[config.mk]
export PLATFORM = sky130hd
export DESIGN_NAME = div_request_sequencer
export DESIGN_NICKNAME = d
export VERILOG_FILES = /design/src/rtl/div_request_sequencer.sv
export SDC_FILE = /design/constraint.sdc
export NUM_CORES = 1
export LEC_CHECK = 0
export BUFFER_PORTS_ARGS = -buffer_cell sky130_fd_sc_hd__buf_2
export CAP_MARGIN = 20
export CORE_MARGIN = 4
export CORE_UTILIZATION = 51
export DETAILED_ROUTE_END_ITERATION = 8
export GPL_TIMING_DRIVEN = 0
export PLACE_DENSITY = 0.77
export SYNTH_ARGS = -nofsm -noshare
export SYNTH_HDL_FRONTEND = slang
export SYNTH_SLANG_ARGS = --single-unit
[constraint.sdc]
create_clock -name clock -period 13.1 [get_ports clock]
set_input_delay 1.31 -clock clock [delete_from_list [all_inputs] [get_ports clock]]
set_output_delay 1.31 -clock clock [all_outputs]
set_load 0.05 [all_outputs]
[src/rtl/div_request_sequencer.sv]
`default_nettype none
// +--------------------------------------------------------------------------+
// | Module      : div_request_sequencer                                      |
// | Description : Front end for the pipelined signed/unsigned divider.       |
// |               Tags and issues requests, captures tagged results into a   |
// |               slot buffer and returns them in issue order.               |
// | Options     : DIV_SEQ_STALL_STATS_EN - enables the stall_count counter   |
// | Revision    : 1.0  initial release                                       |
// +--------------------------------------------------------------------------+
module div_request_sequencer #(
   parameter int DIVIDEND_WIDTH = 12,
   parameter int DIVISOR_WIDTH  = 6,
   parameter int DEPTH          = 16,
   parameter int DIV_LATENCY    = 14
) (
   input  logic                      clock,
   input  logic                      reset,
   input  logic                      req_valid,
   output logic                      req_ready,
   input  logic [DIVIDEND_WIDTH-1:0] req_dividend,
   input  logic [DIVISOR_WIDTH-1:0]  req_divisor,
   output logic                      div_input_valid,
   output logic [5:0]                div_input_tag,
   output logic [DIVIDEND_WIDTH-1:0] div_dividend,
   output logic [DIVISOR_WIDTH-1:0]  div_divisor,
   input  logic                      div_output_valid,
   input  logic [5:0]                div_output_tag,
   input  logic [DIVIDEND_WIDTH-1:0] div_quotient,
   input  logic [DIVIDEND_WIDTH-1:0] div_remainder,
   output logic                      rsp_valid,
   input  logic                      rsp_ready,
   output logic [DIVIDEND_WIDTH-1:0] rsp_quotient,
   output logic [DIVIDEND_WIDTH-1:0] rsp_remainder,
   output logic                      rsp_div_by_zero,
   output logic [6:0]                outstanding,
   output logic                      tag_error,
   output logic [15:0]               stall_count
);

   localparam int                   c_SLOT_W     = $clog2(DEPTH);
   localparam int                   c_FLUSH_W    = $clog2(DIV_LATENCY + 2);
   localparam logic [c_FLUSH_W-1:0] c_FLUSH_INIT = c_FLUSH_W'(DIV_LATENCY + 1);
   localparam logic [c_FLUSH_W-1:0] c_FLUSH_ONE  = c_FLUSH_W'(1);
   localparam logic [6:0]           c_DEPTH_CNT  = 7'(DEPTH);
   localparam logic [0:0]           c_ST_FLUSH   = 1'b0;
   localparam logic [0:0]           c_ST_RUN     = 1'b1;

   logic [0:0]                r_state;
   logic [0:0]                w_state_next;
   logic [c_FLUSH_W-1:0]      r_flush_cnt;
   logic [c_FLUSH_W-1:0]      w_flush_cnt_next;
   logic                      w_run;

   logic [5:0]                r_issue_ptr;
   logic [5:0]                r_retire_ptr;
   logic [6:0]                r_outstanding;
   logic [DEPTH-1:0]          r_filled;
   logic [DEPTH-1:0]          r_dbz;
   logic [DIVIDEND_WIDTH-1:0] r_quot [DEPTH];
   logic [DIVIDEND_WIDTH-1:0] r_rem  [DEPTH];
   logic                      r_tag_error;

   logic                      r_div_valid;
   logic [5:0]                r_div_tag;
   logic [DIVIDEND_WIDTH-1:0] r_div_dividend;
   logic [DIVISOR_WIDTH-1:0]  r_div_divisor;

   logic                      w_issue;
   logic                      w_retire;
   logic                      w_cap;
   logic                      w_cap_ok;
   logic [c_SLOT_W-1:0]       w_issue_slot;
   logic [c_SLOT_W-1:0]       w_rsp_slot;
   logic [c_SLOT_W-1:0]       w_cap_slot;
   logic [5:0]                w_tag_off;

   // State register: flush window counts down after reset to drain stale divider results
   always_ff @(posedge clock) begin
      if (reset) begin
         r_state     <= c_ST_FLUSH;
         r_flush_cnt <= c_FLUSH_INIT;
      end else begin
         r_state     <= w_state_next;
         r_flush_cnt <= w_flush_cnt_next;
      end
   end

   // Next-state logic: leave FLUSH on the cycle the counter reaches zero
   always_comb begin
      w_state_next     = r_state;
      w_flush_cnt_next = r_flush_cnt;
      case (r_state)
         c_ST_FLUSH: begin
            if (r_flush_cnt <= c_FLUSH_ONE) begin
               w_state_next     = c_ST_RUN;
               w_flush_cnt_next = '0;
            end else begin
               w_flush_cnt_next = r_flush_cnt - c_FLUSH_ONE;
            end
         end
         default: w_state_next = c_ST_RUN;
      endcase
   end

   // FSM outputs: accept only in RUN and while a result slot is guaranteed
   always_comb begin
      w_run     = (r_state == c_ST_RUN);
      req_ready = w_run && (r_outstanding < c_DEPTH_CNT);
   end

   assign w_issue_slot = r_issue_ptr[c_SLOT_W-1:0];
   assign w_rsp_slot   = r_retire_ptr[c_SLOT_W-1:0];
   assign w_cap_slot   = div_output_tag[c_SLOT_W-1:0];
   assign w_tag_off    = div_output_tag - r_retire_ptr;
   assign w_issue      = req_valid && req_ready;
   assign w_retire     = rsp_valid && rsp_ready;
   assign w_cap        = div_output_valid && w_run;
   // A retiring slot is still marked filled this cycle, so a same-slot capture is rejected here too
   assign w_cap_ok     = w_cap && ({1'b0, w_tag_off} < r_outstanding) && !r_filled[w_cap_slot];

   // Response view of the head slot; divide-by-zero overrides the divider result
   always_comb begin
      rsp_valid       = r_filled[w_rsp_slot];
      rsp_div_by_zero = r_dbz[w_rsp_slot];
      rsp_quotient    = r_quot[w_rsp_slot];
      rsp_remainder   = r_rem[w_rsp_slot];
      if (r_dbz[w_rsp_slot]) begin
         rsp_quotient  = '1;
         rsp_remainder = '0;
      end
   end

   // Divider input register: one-cycle pulse per issue, data held between issues
   always_ff @(posedge clock) begin
      if (reset) begin
         r_div_valid    <= 1'b0;
         r_div_tag      <= '0;
         r_div_dividend <= '0;
         r_div_divisor  <= '0;
      end else begin
         r_div_valid <= w_issue;
         if (w_issue) begin
            r_div_tag      <= r_issue_ptr;
            r_div_dividend <= req_dividend;
            r_div_divisor  <= req_divisor;
         end
      end
   end

   // Pointers and occupancy count
   always_ff @(posedge clock) begin
      if (reset) begin
         r_issue_ptr   <= '0;
         r_retire_ptr  <= '0;
         r_outstanding <= '0;
      end else begin
         if (w_issue)
            r_issue_ptr <= r_issue_ptr + 6'd1;
         if (w_retire)
            r_retire_ptr <= r_retire_ptr + 6'd1;
         case ({w_issue, w_retire})
            2'b10:   r_outstanding <= r_outstanding + 7'd1;
            2'b01:   r_outstanding <= r_outstanding - 7'd1;
            default: r_outstanding <= r_outstanding;
         endcase
      end
   end

   // Slot flags: retire clears, capture fills, issue records divide-by-zero
   always_ff @(posedge clock) begin
      if (reset) begin
         r_filled <= '0;
         r_dbz    <= '0;
      end else begin
         if (w_retire) begin
            r_filled[w_rsp_slot] <= 1'b0;
            r_dbz[w_rsp_slot]    <= 1'b0;
         end
         if (w_cap_ok)
            r_filled[w_cap_slot] <= 1'b1;
         if (w_issue)
            r_dbz[w_issue_slot] <= (req_divisor == '0);
      end
   end

   // Slot payload storage; validity is tracked by r_filled so no reset is needed
   always_ff @(posedge clock) begin
      if (w_cap_ok) begin
         r_quot[w_cap_slot] <= div_quotient;
         r_rem[w_cap_slot]  <= div_remainder;
      end
   end

   // Sticky flag for results that were unexpected or collided with a filled slot
   always_ff @(posedge clock) begin
      if (reset)
         r_tag_error <= 1'b0;
      else if (w_cap && !w_cap_ok)
         r_tag_error <= 1'b1;
   end

`ifdef DIV_SEQ_STALL_STATS_EN
   logic [15:0] r_stall_count;

   // Saturating count of RUN cycles where a request was held off
   always_ff @(posedge clock) begin
      if (reset)
         r_stall_count <= '0;
      else if (w_run && req_valid && !req_ready && (r_stall_count != 16'hFFFF))
         r_stall_count <= r_stall_count + 16'd1;
   end

   assign stall_count = r_stall_count;
`else
   assign stall_count = 16'h0000;
`endif

   assign div_input_valid = r_div_valid;
   assign div_input_tag   = r_div_tag;
   assign div_dividend    = r_div_dividend;
   assign div_divisor     = r_div_divisor;
   assign outstanding     = r_outstanding;
   assign tag_error       = r_tag_error;

endmodule
`default_nettype wire

== Word-level counts from Yosys, hierarchy flattened ==
Memory sizes are Yosys's and may differ from the RTL's. A register that Yosys moved wholly into a read port is not among the register bits.
Cells that the tools add are included.
W data, S select, Z words.

* $add $sub $neg: 6
* $mul: 0
* Divide/modulo/power cells: 0
* Order comparisons: 9
* Equality and inequality tests: 2
* Shift operators: 0
* Muxes and demuxes: 31
* Bitwise logic cells: 4
* Reductions and logical operators: 14

{| class="wikitable"
|+ Operators by type and width
! operator !! number
|-
| $mux W16 || 6
|-
| $and A16 B16 Y16 || 2
|-
| $mux W12 || 2
|-
| $mux W4 || 5
|-
| $bwmux W16 || 1
|-
| $not A16 Y16 || 1
|-
| $or A16 B16 Y16 || 1
|-
| $lt A4 B5 Y1 const B || 3
|-
| $pmux W7 S2 || 1
|-
| $add A6 B1 Y6 const B || 2
|-
| $bmux W1 S4 || 3
|-
| $demux W1 S4 || 3
|-
| $ge A4 B1 Y1 const B || 3
|-
| $logic_and A1 B1 Y1 || 10
|-
| $mux W1 || 10
|-
| $add A7 B1 Y7 const B || 1
|-
| $lt A6 B7 Y1 || 1
|-
| $lt A7 B5 Y1 const B || 1
|-
| $sub A7 B1 Y7 const B || 1
|-
| $logic_not A6 Y1 || 1
|-
| $sub A6 B6 Y6 || 1
|-
| $le A4 B1 Y1 const B || 1
|-
| $sub A4 B1 Y4 const B || 1
|-
| $eq A2 B1 Y1 const B || 1
|-
| 3 further kinds || 4
|}

* Bits in registers: 82
* Bits in latches: 0
* Memory bits (writable): 384
* Memory bits (read-only): 0
* Input port bits: 53
* Logic and storage cells: 80
* Memories kept: 2

{| class="wikitable"
|+ Memories
! name !! depth !! bits a word !! rd ports !! clocked after Yosys merged registers in !! wr ports !! RTL line !! RTL
|-
| r_quot || 16 || 12 || 1 || 1 || 1 || 59 || <nowiki>logic [DIVIDEND_WIDTH-1:0] r_quot [DEPTH];</nowiki>
|-
| r_rem || 16 || 12 || 1 || 1 || 1 || 60 || <nowiki>logic [DIVIDEND_WIDTH-1:0] r_rem [DEPTH];</nowiki>
|}

== Logic depth before layout (Yosys ltp) ==
Gate-level depths: netlist (run 1).

* Depth in word-level cells: 10
* Mapped depth: 15
* Gate-level depth less buffers: 14

== Worst setup path before layout (run 1) ==
Ideal clock, no wire load.

* Path type: input to register
* Start point: input port div_output_tag[0]
* End point: memory r_quot[3][0] (enable)
* Arrival time: 5,138 ps
* Slack: 7,527 ps
* Cell stages on the path: 14
* Path buffers: 1
* Path through: buf_2 inv_1 ha_1 nor2b_1 o21ai_0 a21boi_0 or4_1 nand3_1 ha_1 a21oi_1 a21o_1 o211a_1 nand3_1 nor3_1

* Longest elaborated chain between the ends: 6
* Elaborated cells on any way between the ends: 9

{| class="wikitable"
|+ RTL lines
! what !! RTL line !! RTL
|-
| from (decl) || 27 || <nowiki>input logic [5:0] div_output_tag,</nowiki>
|-
| $sub A6 B6 Y6 / $bmux W1 S4 (equally long branches) || 114, 119 ||
|-
| $lt A6 B7 Y1 / $mux W1 (equally long branches) || 119 || <nowiki>assign w_cap_ok = w_cap && ({1'b0, w_tag_off} < r_outstanding) && !r_filled[w_cap_slot];</nowiki>
|-
| $logic_and A1 B1 Y1 / $logic_not A1 Y1 (equally long branches) || 119 ||
|-
| $logic_and A1 B1 Y1 || 119 ||
|-
| $mux W1 || 188 || <nowiki>if (w_cap_ok) begin</nowiki>
|-
| $mux W1 (implied by the code) || 189 || <nowiki>r_quot[w_cap_slot] <= div_quotient;</nowiki>
|-
| to (decl) || 59 ||
|}

Several ways; a longest one is shown, not always the timed one. The select of a mux whose other input is x is not followed.

== Worst setup path after layout (run 1) ==
* Start point: register r_retire_ptr[1]
* End point: memory r_quot[2][6] (enable)

* Longest elaborated chain between the ends: 6

{| class="wikitable"
|+ RTL lines
! what !! RTL line !! RTL
|-
| from (decl) || 55 || <nowiki>logic [5:0] r_retire_ptr;</nowiki>
|-
| from (signal assigned) || 160 || <nowiki>r_retire_ptr <= r_retire_ptr + 6'd1;</nowiki>
|-
| $sub A6 B6 Y6 || 114 || <nowiki>assign w_tag_off = div_output_tag - r_retire_ptr;</nowiki>
|-
| $lt A6 B7 Y1 || 119 ||
|-
| $logic_and A1 B1 Y1 (2 in series) || 119 ||
|-
| $mux W1 || 188 ||
|-
| $mux W1 (implied by the code) || 189 ||
|}

No other way between the ends.

==> summary.md, run 1 <==
| Metric | Value |
|---|---|
| Status | complete, no violations |
| Die Span X | slightly above 200 um |
| Via count | around 11000 |
| Starting Density | between 50 and 60% |
| Number of synthesized register bits | 470 |
| Worst Tran Pin Value | 1.018 ns |
| Syn_area_per_cell | approximately 17 sq um |
| Area grow syn2layout | 17.92% |
| Setup slack, reg-to-reg | 7.66 ns |
| Synthesized cell area | about 0.019 sq mm |
| Core Rows | 71 |
| Cells after synthesis | about 1100 |
| Slew margin rel. | 31.95% |
| CP Max Fanout | 10 |
| Cell taking the most area after synthesis | edfxtp_1 |
| Final nets | 1400 |
| Hold path endpoint | div_input_tag[5]$_SDFFE_PP0N_ |
| Synth area leaders | edfxtp_1, mux4_2, dfxtp_1 |
| CTS tree | built |
| Setup TNS | 0 ns |
| TritonRoute pass-1 iters | 5 |
| Synthesis Warnings | 0 |
| Clock buffer depth | 3 |
| GRT Total Usage | a little under a quarter |
| Worst reg2reg path endpoint | r_quot[2][6]$_DFFE_PP_ |
| Cell Count Post-Placement | about 1800 |
| Critical R2R Launch | r_retire_ptr[1]$_SDFFE_PP0N_ |
| Pwr Density | approximately 140 mW/mm^2 |
| EDFF count, synth | roughly 380 |
| R2R depth | 16 |
| Worst setup SP type | register |
| Vias in the first global route | 11405 |
| Initial detailed-routing violation count | around 1200 |
| Clk_skew | 0.01404 ns |
| Avg Vias per Cell | 6.045 |
| Top post-synthesis cells by count | edfxtp_1, mux4_2, dfxtp_1, nand2_1, nor2_1 |
| Clk Latency, worst-skew pair | 0.57 ns |
| Core Region | between 0.03 and 0.04 sq mm |
| Worst setup EP type | register |
| Hold_sp | div_input_tag[5]$_SDFFE_PP0N_ |
| Post-synth top flop | edfxtp_1 |
| Fill cells | 2608 |
| Area of the die | roughly 0.041 sq mm |
| RSZ-0062 raised after global routing | no |
| Clock period minus final worst setup slack | around 5.4 ns |
| Final Cycle Share | between 40% and 50% |
| Clock slew at reported path FFs | about 0.060 ns |
| Setup WS pre-CTS | roughly 7.4 ns |
| WL per Instance | ~25 um |
| Yosys top cell area share | between 50 and 60% |
| DP HPWL | ~29 mm |
| Post-CTS setup buffer count | 0 |
| Max VDD drop | approximately 0.11 mV |
| Hold path cells | 2 |
| PostCTS Resize Cnt | 0 |
| Critical Path RT | 13.38 ns |
| Residual DRC count | 0 |
| Clock Sinks | 470 |
| CTS root buf | clkbuf_16 |
| H-tree Lvls | 2 |
| Global-route wire length before repair | 71.58 mm |
| PortBufs | 110 |
| Worst setup path class | reg2reg |
| Cell variety after synth | 52 |
| Crit. Startpoint | r_retire_ptr[1]$_SDFFE_PP0N_ |
| CTS Buf Count | 46 |
| Pwr Total | between 0.003 and 0.004 W |
| Hold Crit Class | reg2reg |
| Post-route insts no fill | about 1900 |
| I/O Pins | 129 |
| Top-count cell post-synth | edfxtp_1 |
| Slew Limit Fails | 0 |
| FMAX | 0.1840 GHz |
| Share of flip-flops with an asynchronous set or reset | 0% |
| Worst setup margin | between 7 and 8 ns |
| RD Place Congestion | just over 0.9 |
| Critical path arrival | about 5.7 ns |
| Pleak | between 7 and 8 nW |
| Register area share after synthesis | 68.45% |
| Antenna violations before repair | 3 |
| Share of layout cells above drive strength 1 | between 20% and 30% |
| Final Routed Wirelength | ~47 mm |
| Die Ht | roughly 200 um |
| Final number of hold-violating endpoints | 0 |
| Cts hold-fix bufs | 0 |
| Final setup viols | 0 |
| Remaining global-route overflow | 0 |
| Post-route ant nets | 0 |
| Largest net degree at the start of global routing | 25 |
| Max cap viols | 0 |
## logic make-up (layout without fill, tap and decap cells)
logic type | Yosys count | count (layout) | share of synthesized area, %
other | 1 | 17 | 0.01937
flip-flops | 470 | 470 | 68.45
AND/OR/NAND/NOR | 246 | 246 | 6.269
adder cells (fa/ha/maj) | 28 | 28 | 1.887
buffers and inverters | 117 | 336 | 2.889
multiplexers | 149 | 149 | 16.69
AO/OA/AOI/OAI | 99 | 99 | 3.199
XOR/XNOR | 13 | 13 | 0.5881
## power breakdown
group          leakage (nW)  internal [W]  switching, W
Combinational          2.47     0.0000158     0.0000444
Clock                 0.825      0.000898      0.000570
Sequential             4.14       0.00161   0.000000651
Total                  7.44       0.00253      0.000615
## per-layer routing
metal / wire length [um] / vias to the layer above / global-route usage (%)
li1: - / 4801 / -
met1: 17320 / 5729 / 31.21
met2: 23580 / 647 / 38.52
met3: 4450 / 117 / 4.935
met4: 1585 / 4 / 6.984
met5: 27 / - / 0
## how the worst max path moves through the flow
stage,to,depth (start not counted)
floorplan,r_quot[3][0]$_DFFE_PP_,14
global placement,r_rem[1][5]$_DFFE_PP_,13
detailed placement,r_rem[2][5]$_DFFE_PP_,15
CTS,r_quot[2][6]$_DFFE_PP_,16
global route,r_quot[2][10]$_DFFE_PP_,16
finish,r_quot[2][6]$_DFFE_PP_,16
## cell type report
class	instances	area (sq um)	area share [%]
Tap cell	511	639.4	2.801
Multi-Input combinational cell	551	5714	25.03
Clock inverter	33	490.5	2.148
Timing Repair Buffer	133	972.2	4.258
Antenna cell	1	2.502	0.01096
Sequential cell	470	13250	58.05
Buffer	79	416.7	1.825
Inverter	38	142.6	0.6248
Clock buffer	53	1199	5.250
## critical path, stage by stage (launching register included)
cell      delay, ns
dfxtp_1        0.55
buf_2          0.33
inv_1          0.18
ha_1           0.30
nor2b_1        0.12
o21ai_0        0.19
a21boi_0       0.18
or4_1          0.42
nand3_1        0.12
ha_1           0.26
a21oi_1        0.15
a21o_1         0.13
o211a_1        0.23
nand3_1        0.56
nor3_2         0.95
buf_6          0.27
buf_8          0.17
## sequential cells by signal, indices dropped and copies added, names as in the netlist, named ones only
register and flops:
div_divisor 6, div_dividend 12, r_retire_ptr 6, r_rem 192, r_dbz 16, r_quot 192
tag_error 1, div_input_valid 1, r_issue_ptr 6, r_flush_cnt 4, r_state 1, outstanding 7
r_filled 16, div_input_tag 6
## through the flow
stage / hold slack, ns / utilization, % / area, sq um
6_report: 0.4523 / 60.75 / 22830
5_1_grt: 0.4792 / 60.75 / 22830
4_1_cts: 0.4581 / 60.67 / 22800
3_5_place_dp: 0.4461 / 56.17 / 21110
3_3_place_gp: 0.4406 / 54.84 / 20610
2_1_floorplan: 0.4437 / - / 19420
## cells in the final DEF (no fill, tap or decap), drive strengths merged, types with 9 or more instances in the layout
master | Yosys | routed
a21oi | 55 | 55
dfxtp | 86 | 86
nand3 | 27 | 27
nor3 | 9 | 9
mux4 | 137 | 137
clkinv | 4 | 22
o32ai | 16 | 16
nor2 | 56 | 56
mux2i | 12 | 12
ha | 26 | 26
buf | 44 | 177
edfxtp | 384 | 384
nand4 | 15 | 15
bufinv | 0 | 12
or2 | 12 | 12
nand3b | 18 | 18
clkbuf | 35 | 88
nand2 | 74 | 74
conb | 1 | 16
nor2b | 17 | 17
inv | 34 | 36
Power figures use the tool's default switching activity.
==> run 2, diff against run 1 <==
--- a/config.mk
+++ b/config.mk
@@ -11,7 +11,7 @@
 export CORE_UTILIZATION = 51
 export DETAILED_ROUTE_END_ITERATION = 8
 export GPL_TIMING_DRIVEN = 0
-export PLACE_DENSITY = 0.77
+export PLACE_DENSITY = 0.8
 export SYNTH_ARGS = -nofsm -noshare
 export SYNTH_HDL_FRONTEND = slang
 export SYNTH_SLANG_ARGS = --single-unit
==> constraint.sdc (replaced) <==
create_clock -name clock -period 4.78 [get_ports clock]
set_input_delay 0.478 -clock clock [delete_from_list [all_inputs] [get_ports clock]]
set_output_delay 0.478 -clock clock [all_outputs]
set_load 0.05 [all_outputs]
==> summary.md, run 2 (synthesis gave the netlist of run 1 again) <==
| Metric | Value |
|---|---|
| Largest registers | r_quot x192, r_rem x192 (unchanged) |
| Critical Path RT | 5.05 ns (was 13.38 ns) |
| Critical path arrival | 4.77 ns (was 5.71 ns) |
| Register area | 0.01325 sq mm (about the same) |
| Die Ht | 202.8 um (unchanged) |
| Final Routed Wirelength | 48.40 mm (was 46.97 mm) |
| Util after Layout | 60.71% (was 60.75%) |
| Hold path cells | 3 (was 2) |
| Critical R2R Launch | r_retire_ptr[1]$_SDFFE_PP0N_ (unchanged) |
| CTS tree | built (unchanged) |
| DP HPWL | 28.72 mm (was 28.54 mm) |
| Setup TNS | 0 ns (unchanged) |
| Clk_skew | 0.03607 ns (was 0.01404 ns) |
| Vias in the first global route | 11680 (was 11405) |
| Starting Density | 51.52% (unchanged) |
| Most common cell after layout, fill and taps aside | edfxtp_1 (unchanged) |
| Core Region | 0.03758 sq mm (unchanged) |
| Initial detailed-routing violation count | 1325 (was 1229) |
| Worst setup path class | reg2reg (unchanged) |
| RSZ-0062 raised after global routing | no (unchanged) |
| Status | complete, no violations (unchanged) |
| Pleak | 7.403 nW (was 7.438 nW) |
| Most frequent CP cell | ha_1 |
| Final setup viols | 0 (unchanged) |
| CP Cell Sequence | buf_2 -> inv_1 -> ha_1 -> nor2b_1 -> o21ai_0 -> a21boi_0 -> or4_1 -> nand3_1 -> ha_1 -> a21oi_1 -> a21o_1 -> o211a_1 -> nand3_2 -> nor3_4 -> buf_4 -> buf_16 (was buf_2 -> inv_1 -> ha_1 -> nor2b_1 -> o21ai_0 -> a21boi_0 -> or4_1 -> nand3_1 -> ha_1 -> a21oi_1 -> a21o_1 -> o211a_1 -> nand3_1 -> nor3_2 -> buf_6 -> buf_8) |
| Final number of hold-violating endpoints | 0 (unchanged) |
| Residual DRC count | 0 (unchanged) |
| Fill cells | 2629 (was 2608) |
| CTS root buf | clkbuf_16 (unchanged) |
| Worst stage delay on the critical path | 0.45 ns (was 0.95 ns) |
| I/O Pins | 129 (unchanged) |
| Hold path endpoint | div_dividend[7]$_SDFFE_PP0N_ (was div_input_tag[5]$_SDFFE_PP0N_) |
| Largest net degree at the start of global routing | 25 (unchanged) |
| Multi-input gate area | 0.005826 sq mm (was 0.005714 sq mm) |
| Clock period minus final worst setup slack | 4.506 ns (was 5.435 ns) |
| Clk Latency, worst-skew pair | 0.58 ns (was 0.57 ns) |
| Antenna violations before repair | 2 (was 3) |
| Via count | 11482 (was 11298) |
| Slew Limit Fails | 0 (unchanged) |
| Area of the die | 0.04114 sq mm (unchanged) |
| Area grow syn2layout | 17.83% (was 17.92%) |
| Slew margin rel. | 30.31% (was 31.95%) |
| Clock Sinks | 470 (unchanged) |
| Worst setup margin | 0.2742 ns (was 7.665 ns) |
| CP Max Fanout | 14 (was 10) |
| Clock buffer depth | 3 (unchanged) |
| H-tree Lvls | 2 (unchanged) |
| PortBufs | 110 (unchanged) |
| Die Span X | 202.8 um (unchanged) |
| Max VDD drop | 0.2665 mV (was 0.1098 mV) |
| Final Cycle Share | 94.26% (was 41.49%) |
| Hold_sp | req_dividend[7] (was div_input_tag[5]$_SDFFE_PP0N_) |
| R2R depth | 16 (unchanged) |
| FMAX | 0.2219 GHz (was 0.1840 GHz) |
| Worst Tran Pin Value | 1.045 ns (was 1.018 ns) |
| Core Rows | 71 (unchanged) |
| Avg Vias per Cell | 6.075 (was 6.045) |
| Share of layout cells above drive strength 1 | 29.77% (was 29.26%) |
| Max cap viols | 0 (unchanged) |
| RD Place Congestion | 0.8514 (was 0.9103) |
| Setup slack, reg-to-reg | 0.27 ns (was 7.66 ns) |
| Setup WS pre-CTS | -0.3016 ns (was 7.351 ns) |
| WL per Instance | 25.61 um (was 25.13 um) |
| Final nets | 1421 (was 1400) |
| Worst setup EP type | register (unchanged) |
| Worst setup SP type | register (unchanged) |
| TritonRoute pass-1 iters | 5 (unchanged) |
| Clock slew at reported path FFs | 0.06 ns (about the same) |
| Cts hold-fix bufs | 0 (unchanged) |
| Pwr Density | 350.1 mW/mm^2 (was 137.6 mW/mm^2) |
| Post-route ant nets | 0 (unchanged) |
| Remaining global-route overflow | 0 (unchanged) |
| Global-route wire length before repair | 72.13 mm (was 71.58 mm) |
| Hold Crit Class | in2reg (was reg2reg) |
| Crit. Startpoint | r_retire_ptr[1]$_SDFFE_PP0N_ (unchanged) |
| GRT Total Usage | 23.40% (was 23.15%) |
| CP max-delay cell | dfxtp_2 (was nor3_2) |
| Worst reg2reg path endpoint | r_rem[3][8]$_DFFE_PP_ (was r_quot[2][6]$_DFFE_PP_) |
| Most frequent cells in the layout | edfxtp_1, mux4_2, buf_2 (unchanged) |
| CTS Buf Count | 46 (unchanged) |
==> run 2: cell types whose count changed in the layout (fill, tap and decap cells not counted), moves of 3 or more <==
cell,delta
buf_12,+9
buf_4,+16
buf_6,-8
bufinv_16,-11
clkbuf_1,+9
clkbuf_8,+3
clkinv_1,+3
clkinv_2,-3
nor2_4,+6
nor3_2,-4
nor3_4,+4
==> run 2: worst max-delay path, delay by kind of cell (launching register included) <==
family,cells,cell delay (ns)
simple gates,5,1.42
fa+ha+maj,2,0.57
compound gates,5,0.89
buf+inv,4,0.87
flops,1,0.45
==> run 2: area by class of cell <==
class | count | share of cell area [%]
antenna | 2 | 0.02194
buffer | 79 | 1.826
clock buffer | 65 | 5.496
clock inverter | 20 | 0.6472
inverter | 38 | 0.6253
multi-input combinational | 557 | 25.54
sequential | 470 | 58.10
tap | 511 | 2.803
timing repair buffer | 148 | 4.942
==> run 2: per-stage QoR <==
| step | instances | total power (W) | hold WS (ns) | area (sq um) |
|---|---|---|---|---|
| floorplan | 1138 | 0.004593 | 0.4437 | 19440 |
| global placement | 1759 | 0.004660 | 0.4398 | 20630 |
| detailed placement | 1771 | 0.004673 | 0.4435 | 21010 |
| CTS | 1880 | 0.008012 | 0.1243 | 22680 |
| global route | 1890 | 0.008211 | 0.1578 | 22810 |
| finish | 1890 | 0.007987 | 0.1475 | 22810 |
==> run 2: where the power goes <==
group          switching (W)  internal [W]  total [W]
registers         0.00000165       0.00442    0.00442
logic               0.000127     0.0000433   0.000170
clock network        0.00150       0.00189    0.00339
total                0.00163       0.00636    0.00799
==> run 2: layer usage <==
layer / wire (um) / track usage [%] / up-vias
li1: - / - / 4847
met1: 17340 / 30.19 / 5772
met3: 4719 / 4.808 / 122
met2: 24470 / 39.72 / 741
met5: 0 / 0 / -
met4: 1867 / 8.632 / 0
==> run 2: worst max-delay path by stage <==
stage                     cells after the start                endpoint  slack (ns)
after floorplan                              14  r_quot[7][0]$_DFFE_PP_        0.43
after global placement                       14  r_rem[10][5]$_DFFE_PP_       -1.45
after detailed placement                     15   r_rem[2][6]$_DFFE_PP_       -0.30
after CTS                                    14  r_quot[6][1]$_DFFE_PP_       -0.21
after global routing                         16   r_rem[2][8]$_DFFE_PP_       0.003
final                                        16   r_rem[3][8]$_DFFE_PP_        0.27
==> run 2: timing repair <==
action	in CTS	in global routing
setup endpoints to repair	282	350
cloned	4	2
setup buffers	20	5
gates resized for setup	4	6
pin swaps	11	4
